File: src/rtl/pipe_pkg.sv
// Shared pipeline definitions: forwarding-mux select codes and per-stage destination metadata.
package pipe_pkg;

   localparam int REG_W = 5;

   localparam logic [1:0] FWD_RF    = 2'b00;
   localparam logic [1:0] FWD_EXMEM = 2'b01;
   localparam logic [1:0] FWD_MEMWB = 2'b10;

   typedef struct packed {
      logic             valid;
      logic [REG_W-1:0] rd;
      logic             regwrite;
      logic             memread;
   } stage_meta_t;

endpackage

File: src/rtl/sat_counter.sv
// Event counter that sticks at all-ones instead of wrapping.
// Count updates on the clock edge after inc is seen; never back-pressures.
module sat_counter #(
   parameter int CNT_W = 16
) (
   input  logic             clk,
   input  logic             rst,
   input  logic             inc,
   output logic [CNT_W-1:0] count
);

   always_ff @(posedge clk or posedge rst) begin
      if (rst) begin
         count <= '0;
      end else if (inc && (count != '1)) begin
         count <= count + 1'b1;
      end
   end

endmodule

File: src/rtl/fwd_hazard_unit.sv
// EX-stage operand forwarding selects, load-use stall and branch-flush squashing for the 5-stage pipe.
// Selects and stall are combinational (zero latency); stall holds IF/ID and injects an EX bubble.
module fwd_hazard_unit
   import pipe_pkg::*;
#(
   parameter int REG_W = pipe_pkg::REG_W,
   parameter int CNT_W = 16
) (
   input  logic             clk,
   input  logic             rst,
   input  logic             id_valid,
   input  logic [REG_W-1:0] id_rs1,
   input  logic [REG_W-1:0] id_rs2,
   input  logic [REG_W-1:0] id_rd,
   input  logic             id_regwrite,
   input  logic             id_memread,
   input  logic             flush,
   output logic [1:0]       fwd_sel_a,
   output logic [1:0]       fwd_sel_b,
   output logic             stall,
   output logic [CNT_W-1:0] stall_cnt,
   output logic [CNT_W-1:0] flush_cnt
);

   stage_meta_t      ex_q;
   stage_meta_t      mem_q;
   stage_meta_t      wb_q;
   logic [REG_W-1:0] ex_rs1;
   logic [REG_W-1:0] ex_rs2;

   // MEM result beats WB result; x0 is hard-wired zero and never forwarded.
   function automatic logic [1:0] fwd_pick(input stage_meta_t      mem,
                                           input stage_meta_t      wb,
                                           input logic [REG_W-1:0] rs);
      if (mem.valid && mem.regwrite && (mem.rd != '0) && (mem.rd == rs)) begin
         return FWD_EXMEM;
      end else if (wb.valid && wb.regwrite && (wb.rd != '0) && (wb.rd == rs)) begin
         return FWD_MEMWB;
      end
      return FWD_RF;
   endfunction

   assign fwd_sel_a = fwd_pick(mem_q, wb_q, ex_rs1);
   assign fwd_sel_b = fwd_pick(mem_q, wb_q, ex_rs2);

   assign stall = id_valid & ex_q.valid & ex_q.memread & (ex_q.rd != '0)
                & ((ex_q.rd == id_rs1) | (ex_q.rd == id_rs2)) & ~flush;

   always_ff @(posedge clk or posedge rst) begin
      if (rst) begin
         ex_q   <= '0;
         ex_rs1 <= '0;
         ex_rs2 <= '0;
         mem_q  <= '0;
         wb_q   <= '0;
      end else begin
         wb_q  <= mem_q;
         // A flush squashes the branch in EX as well, so MEM takes a bubble.
         mem_q <= flush ? stage_meta_t'('0) : ex_q;
         if (flush || stall) begin
            ex_q   <= '0;
            ex_rs1 <= '0;
            ex_rs2 <= '0;
         end else begin
            ex_q   <= '{valid: id_valid, rd: id_rd, regwrite: id_regwrite, memread: id_memread};
            ex_rs1 <= id_rs1;
            ex_rs2 <= id_rs2;
         end
      end
   end

   // The load flag has no consumer once an instruction reaches WB.
   logic unused_wb_memread;
   assign unused_wb_memread = wb_q.memread;

   sat_counter #(.CNT_W(CNT_W)) u_stall_cnt (
      .clk   (clk),
      .rst   (rst),
      .inc   (stall),
      .count (stall_cnt)
   );

   sat_counter #(.CNT_W(CNT_W)) u_flush_cnt (
      .clk   (clk),
      .rst   (rst),
      .inc   (flush),
      .count (flush_cnt)
   );

endmodule

File: config.mk
export PLATFORM = sky130hd
export DESIGN_NAME = fwd_hazard_unit
export DESIGN_NICKNAME = d
export VERILOG_FILES = /design/src/rtl/pipe_pkg.sv /design/src/rtl/sat_counter.sv /design/src/rtl/fwd_hazard_unit.sv
export SDC_FILE = /design/constraint.sdc
export NUM_CORES = 1
export LEC_CHECK = 0
export CORE_UTILIZATION = 45
export CTS_CLUSTER_DIAMETER = 120
export DETAILED_ROUTE_END_ITERATION = 10
export HOLD_SLACK_MARGIN = 0.06
export PLACE_DENSITY_LB_ADDON = 0.2
export REMOVE_ABC_BUFFERS = 1
export SLEW_MARGIN = 20
export SYNTH_ARGS = -nofsm -noshare
export SYNTH_HDL_FRONTEND = slang
export SYNTH_HIERARCHICAL = 1
export SYNTH_SLANG_ARGS = --single-unit
export TNS_END_PERCENT = 50
File: constraint.sdc
create_clock -name clk -period 2.8 [get_ports clk]
set_input_delay 0.7 -clock clk [delete_from_list [all_inputs] [get_ports clk]]
set_output_delay 0.7 -clock clk [all_outputs]
set_load 0.01 [all_outputs]
# == Word-level counts from Yosys, hierarchy flattened ==
# Index checks and enable logic that the tools add are counted.
# word_totals
reg_bits,64
input_bits,21
out_inout_bits,37
word_cells,59
# op_classes
addsub,2
eq_ne,8
muxes,14
bitwise_logic,7
reduce_logical,14
# op_table
cell,count
$add A16 B1 Y16 const B,2
$ne A16 B16 Y1 const B,2
$eq A5 B5 Y1,6
$mux W8,2
$reduce_bool A5 Y1,3
$mux W2,6
$logic_and A1 B1 Y1,10
$mux W5,2
$and A1 B1 Y1,5
$mux W1,4
$logic_or A1 B1 Y1,1
$not A1 Y1,1
$or A1 B1 Y1,1

# == Longest topological paths before layout ==
# logic_depth
depth_word,7
ltp_mapped,8
mapped_depth_nobuf,8

# == Hierarchy ==
# The synthesis kept the hierarchy.
# by_module_without_submodules
module,n_inst,cells_per_inst,area_each_um2,seq_area_each_um2
sat_counter,2,71,805.8,400.4
fwd_hazard_unit,1,132,1486.4,800.8

# == Least setup slack after synthesis ==
# OpenSTA, ideal clock, no wires.
# synth_path
kind,input to register
from,input port id_rs2[4]
to,register u_stall_cnt.count[14]
setup_ns,0.125
t_arrival_ns,2.402
required_time_ns,2.675
path_slack_ns,0.273
cell_stages,8
n_path_buf,0
cell_sequence,xnor2_1 > nand3_1 > o22ai_2 > and3b_1 > and4_1 > nand3_1 > nor2_1 > mux2_2
# synth_between
elab_chain_cells,5
# synth_rtl
element,line,rtl
start: declaration,fwd_hazard_unit.sv:13,"input logic [REG_W-1:0] id_rs2,"
$eq A5 B5 Y1,fwd_hazard_unit.sv:47,& ((ex_q.rd == id_rs1) | (ex_q.rd == id_rs2)) & ~flush;
$or A1 B1 Y1,fwd_hazard_unit.sv:47,
$and A1 B1 Y1 (2 in series),fwd_hazard_unit.sv:47,
net stall,fwd_hazard_unit.sv:20,"output logic stall,"
$logic_and A1 B1 Y1,sat_counter.sv:15,end else if (inc && (count != '1)) begin
end signal: assignment,sat_counter.sv:16,count <= count + 1'b1;
end: declaration,sat_counter.sv:9,output logic [CNT_W-1:0] count
# The timed path passes the listed nets, and every way through them passes these cells.
# A chain may end at the register's enable or synchronous reset.

# == Worst setup path in the final report ==
# layout_path
from,input port id_rs2[2]
to,output port stall
# layout_between
elab_chain_cells,4
# layout_rtl
element,line
$eq A5 B5 Y1,fwd_hazard_unit.sv:47
$or A1 B1 Y1,fwd_hazard_unit.sv:47
$and A1 B1 Y1 (2 in series),fwd_hazard_unit.sv:47
end: declaration,fwd_hazard_unit.sv:20
# No other way between the ends.

==> results.toml <==
[status]
status = "complete, but fails checks"
violations = "DRC"

[sta]
maxSlewViolCount = 0
tightest_slew_ps = 602
fin_crit_sh = 0.967
hold_viol_final = 0
rsz0062_at_grt = "yes"
fin_skew_ps = 5.74
setup_viol = 0
timing.final.crit_period_ps = 2710
max_freq_mhz = 369
maxSlewHeadroom = 0.598

[critical_path]
r2r_cells = 9
crit_path_end_kind = "output pin"
path_delay_family = "buffers and inverters"
crit_type = "in -> out"
critical_path_depth = 6
cp_data_required_time_ps = 2100
arrival_ps = 2010
crit_buf_inv = 2
cp_slowest_stage_delay_ps = 520
crit_slowest_cell = "clkdlybuf4s50_1"
worstPathCellList = "clkdlybuf4s50_1 -> xnor2_1 -> nand2_1 -> o22ai_2 -> and3b_2 -> buf_2"
path_max_fanout = 2
start_kind = "input port"

[yosys]
async_flop_share = 1.00
synth_area_mm2 = 0.00310
yosysSeqAreaShare = 0.517
synth-main-ff-cell = "dfrtp_1"
synth_cells = 274
synth_edf_count = 0
yosysWarnings = 6
synth.avg_cell_area_um2 = 11.3
synthDistinctLibCells = 34
synth_seq_cells = 64

[cells_and_area]
diodes = 0
nNetsFinal = 372
layout_commonest_cell = "dfrtp_1"
final_cell_mix = "dfrtp_1, clkdlybuf4s50_1, xnor2_1"
area_delta_synth_final_pct = 30.4
final_cells = 430
nFillCells = 556
drive_above_1_share = 0.147

[detailed_routing]
first_pass_iters = 7
post_drt_wl_per_cell_um = 13.8
drtIter0Drc = 52
drc = 2
vias_per_cell = 5.14
wl_mm = 5.92
vias = 2212
ant_nets = 0

[floorplan]
start_util = 0.477
die_w_um = 85.0
ios = 58
fp.dieH_um = 85.0
rows = 29
die_area_mm2 = 0.00722
core_mm2 = 0.00649

[pwr]
worst_ir_drop_vdd_mv = 0.551
p_total_mw = 2.28
pwr_density_cell_mw_per_mm2 = 564
leakagePower_nw = 1.86

[clocking]
clock_path_buffers = 2
path_clk_slew_ps = 70
root_buffer = "clkbuf_8"
cts.sinks = 64
tritoncts = "done"
cts_made_buffers = 9
post-cts-setup-buffer-count = 0
cts_hold_buf = 0
cts_max_level = 3
clk_latency_ps = 330

[grt]
antenna_found_initial = 0
grt_remaining_overflow = 0
grt_usage = 0.184
grt_pass1_wl_mm = 10.4
grt_pass1_vias = 2202
grt_max_degree = 33

[placed_design]
numPortBuffers = 57
place.gp.congestion = 0.741
dp_hpwl_mm = 4.39
dp_cells = 415

[hold_path]
hold_path_class = "reg -> reg"
hold_depth = 0

[flow_run]
maxCapViolCount = 0
-- per-stage QoR --
stage / hold WS [ps] / util / worst slack [ps] / area, um2 / setup TNS, ps
2_1_floorplan: 371 / - / -31.4 / 3080 / -31.4
3_3_place_gp: 391 / 0.590 / -318 / 3830 / -703
3_5_place_dp: 405 / 0.590 / -380 / 3830 / -1390
4_1_cts: 417 / 0.622 / -0.0642 / 4040 / -0.0642
5_1_grt: 432 / 0.622 / -14.7 / 4040 / -14.7
6_report: 415 / 0.622 / 91.7 / 4040 / 0
-- power by group --
group	switching, mW	internal (mW)	leakage [nW]
Sequential	0.101	0.998	0.855
Clock	0.326	0.476	0.108
Combinational	0.163	0.215	0.901
Total	0.590	1.69	1.86
-- synth_stat cells (2+ instances only) --
master / number / area share
dfrtp_1: 64 / 0.52
xnor2_1: 38 / 0.11
a21oi_1: 23 / 0.037
nand2b_1: 20 / 0.040
nand3_1: 19 / 0.031
nand2_1: 14 / 0.017
xor2_1: 14 / 0.040
nand4_1: 10 / 0.020
and3_1: 8 / 0.016
nor2_1: 7 / 0.0085
nor2b_1: 7 / 0.014
and4_1: 6 / 0.017
mux2_2: 4 / 0.015
or4_1: 4 / 0.0097
inv_1: 3 / 0.0036
and2_1: 2 / 0.0040
and3_2: 2 / 0.0048
and4_2: 2 / 0.0065
buf_2: 2 / 0.0032
clkbuf_1: 2 / 0.0024
ha_1: 2 / 0.0081
mux2i_1: 2 / 0.0065
nand2_2: 2 / 0.0040
nand4_2: 2 / 0.0081
nand4_4: 2 / 0.014
nor4_1: 2 / 0.0040
nor4_2: 2 / 0.0081
nor4_4: 2 / 0.014
o21a_1: 2 / 0.0048
-- flip-flops by register name, indices dropped and copies added (netlist names) --
register / flops
mem_q: 7
ex_rs2: 5
u_flush_cnt/count: 16
wb_q: 7
ex_q: 8
ex_rs1: 5
u_stall_cnt/count: 16
-- per-layer routing --
| metal | track usage | wire, um |
|---|---|---|
| met5 | 0 | 0 |
| met4 | 0.0878 | 102 |
| met3 | 0.0370 | 239 |
| met2 | 0.295 | 2840 |
| met1 | 0.242 | 2740 |
-- worst paths after layout --
check	startpoint	to	slack, ps
worst max-delay path	id_rs2[2]	stall	90
worst min-delay path	mem_q[1]	wb_q[1]	420
min in group asynchronous	rst	u_flush_cnt/count[2]	790
worst min register to register	mem_q[1]	wb_q[1]	420
max in group asynchronous	rst	u_stall_cnt/count[5]	1610
worst max register to register	ex_q[3]	u_stall_cnt/count[14]	560
-- cell families after synthesis --
group,share of synthesized area
multiplexers,0.0210
AO/OA/AOI/OAI,0.0525
XOR/XNOR,0.147
buffers and inverters,0.00929
AND/OR/NAND/NOR,0.245
adder cells (fa/ha/maj),0.00808
flip-flops,0.517
-- final cells by class --
cell class	instances	area, um2	area share
clock buffer	12	165	0.0409
tap	77	96.3	0.0239
multi-input combinational	203	1480	0.367
inverter	3	11.3	0.00279
timing repair buffer	68	643	0.159
sequential	64	1600	0.397
clock inverter	3	40.0	0.00991
-- what timing repair did --
action	CTS	global route
gates resized for setup	9	8
pin swaps	2	2
endpoints found under the hold margin	0	0
setup endpoints to repair	5	3
No activity file was read; power rests on OpenSTA's default activity.
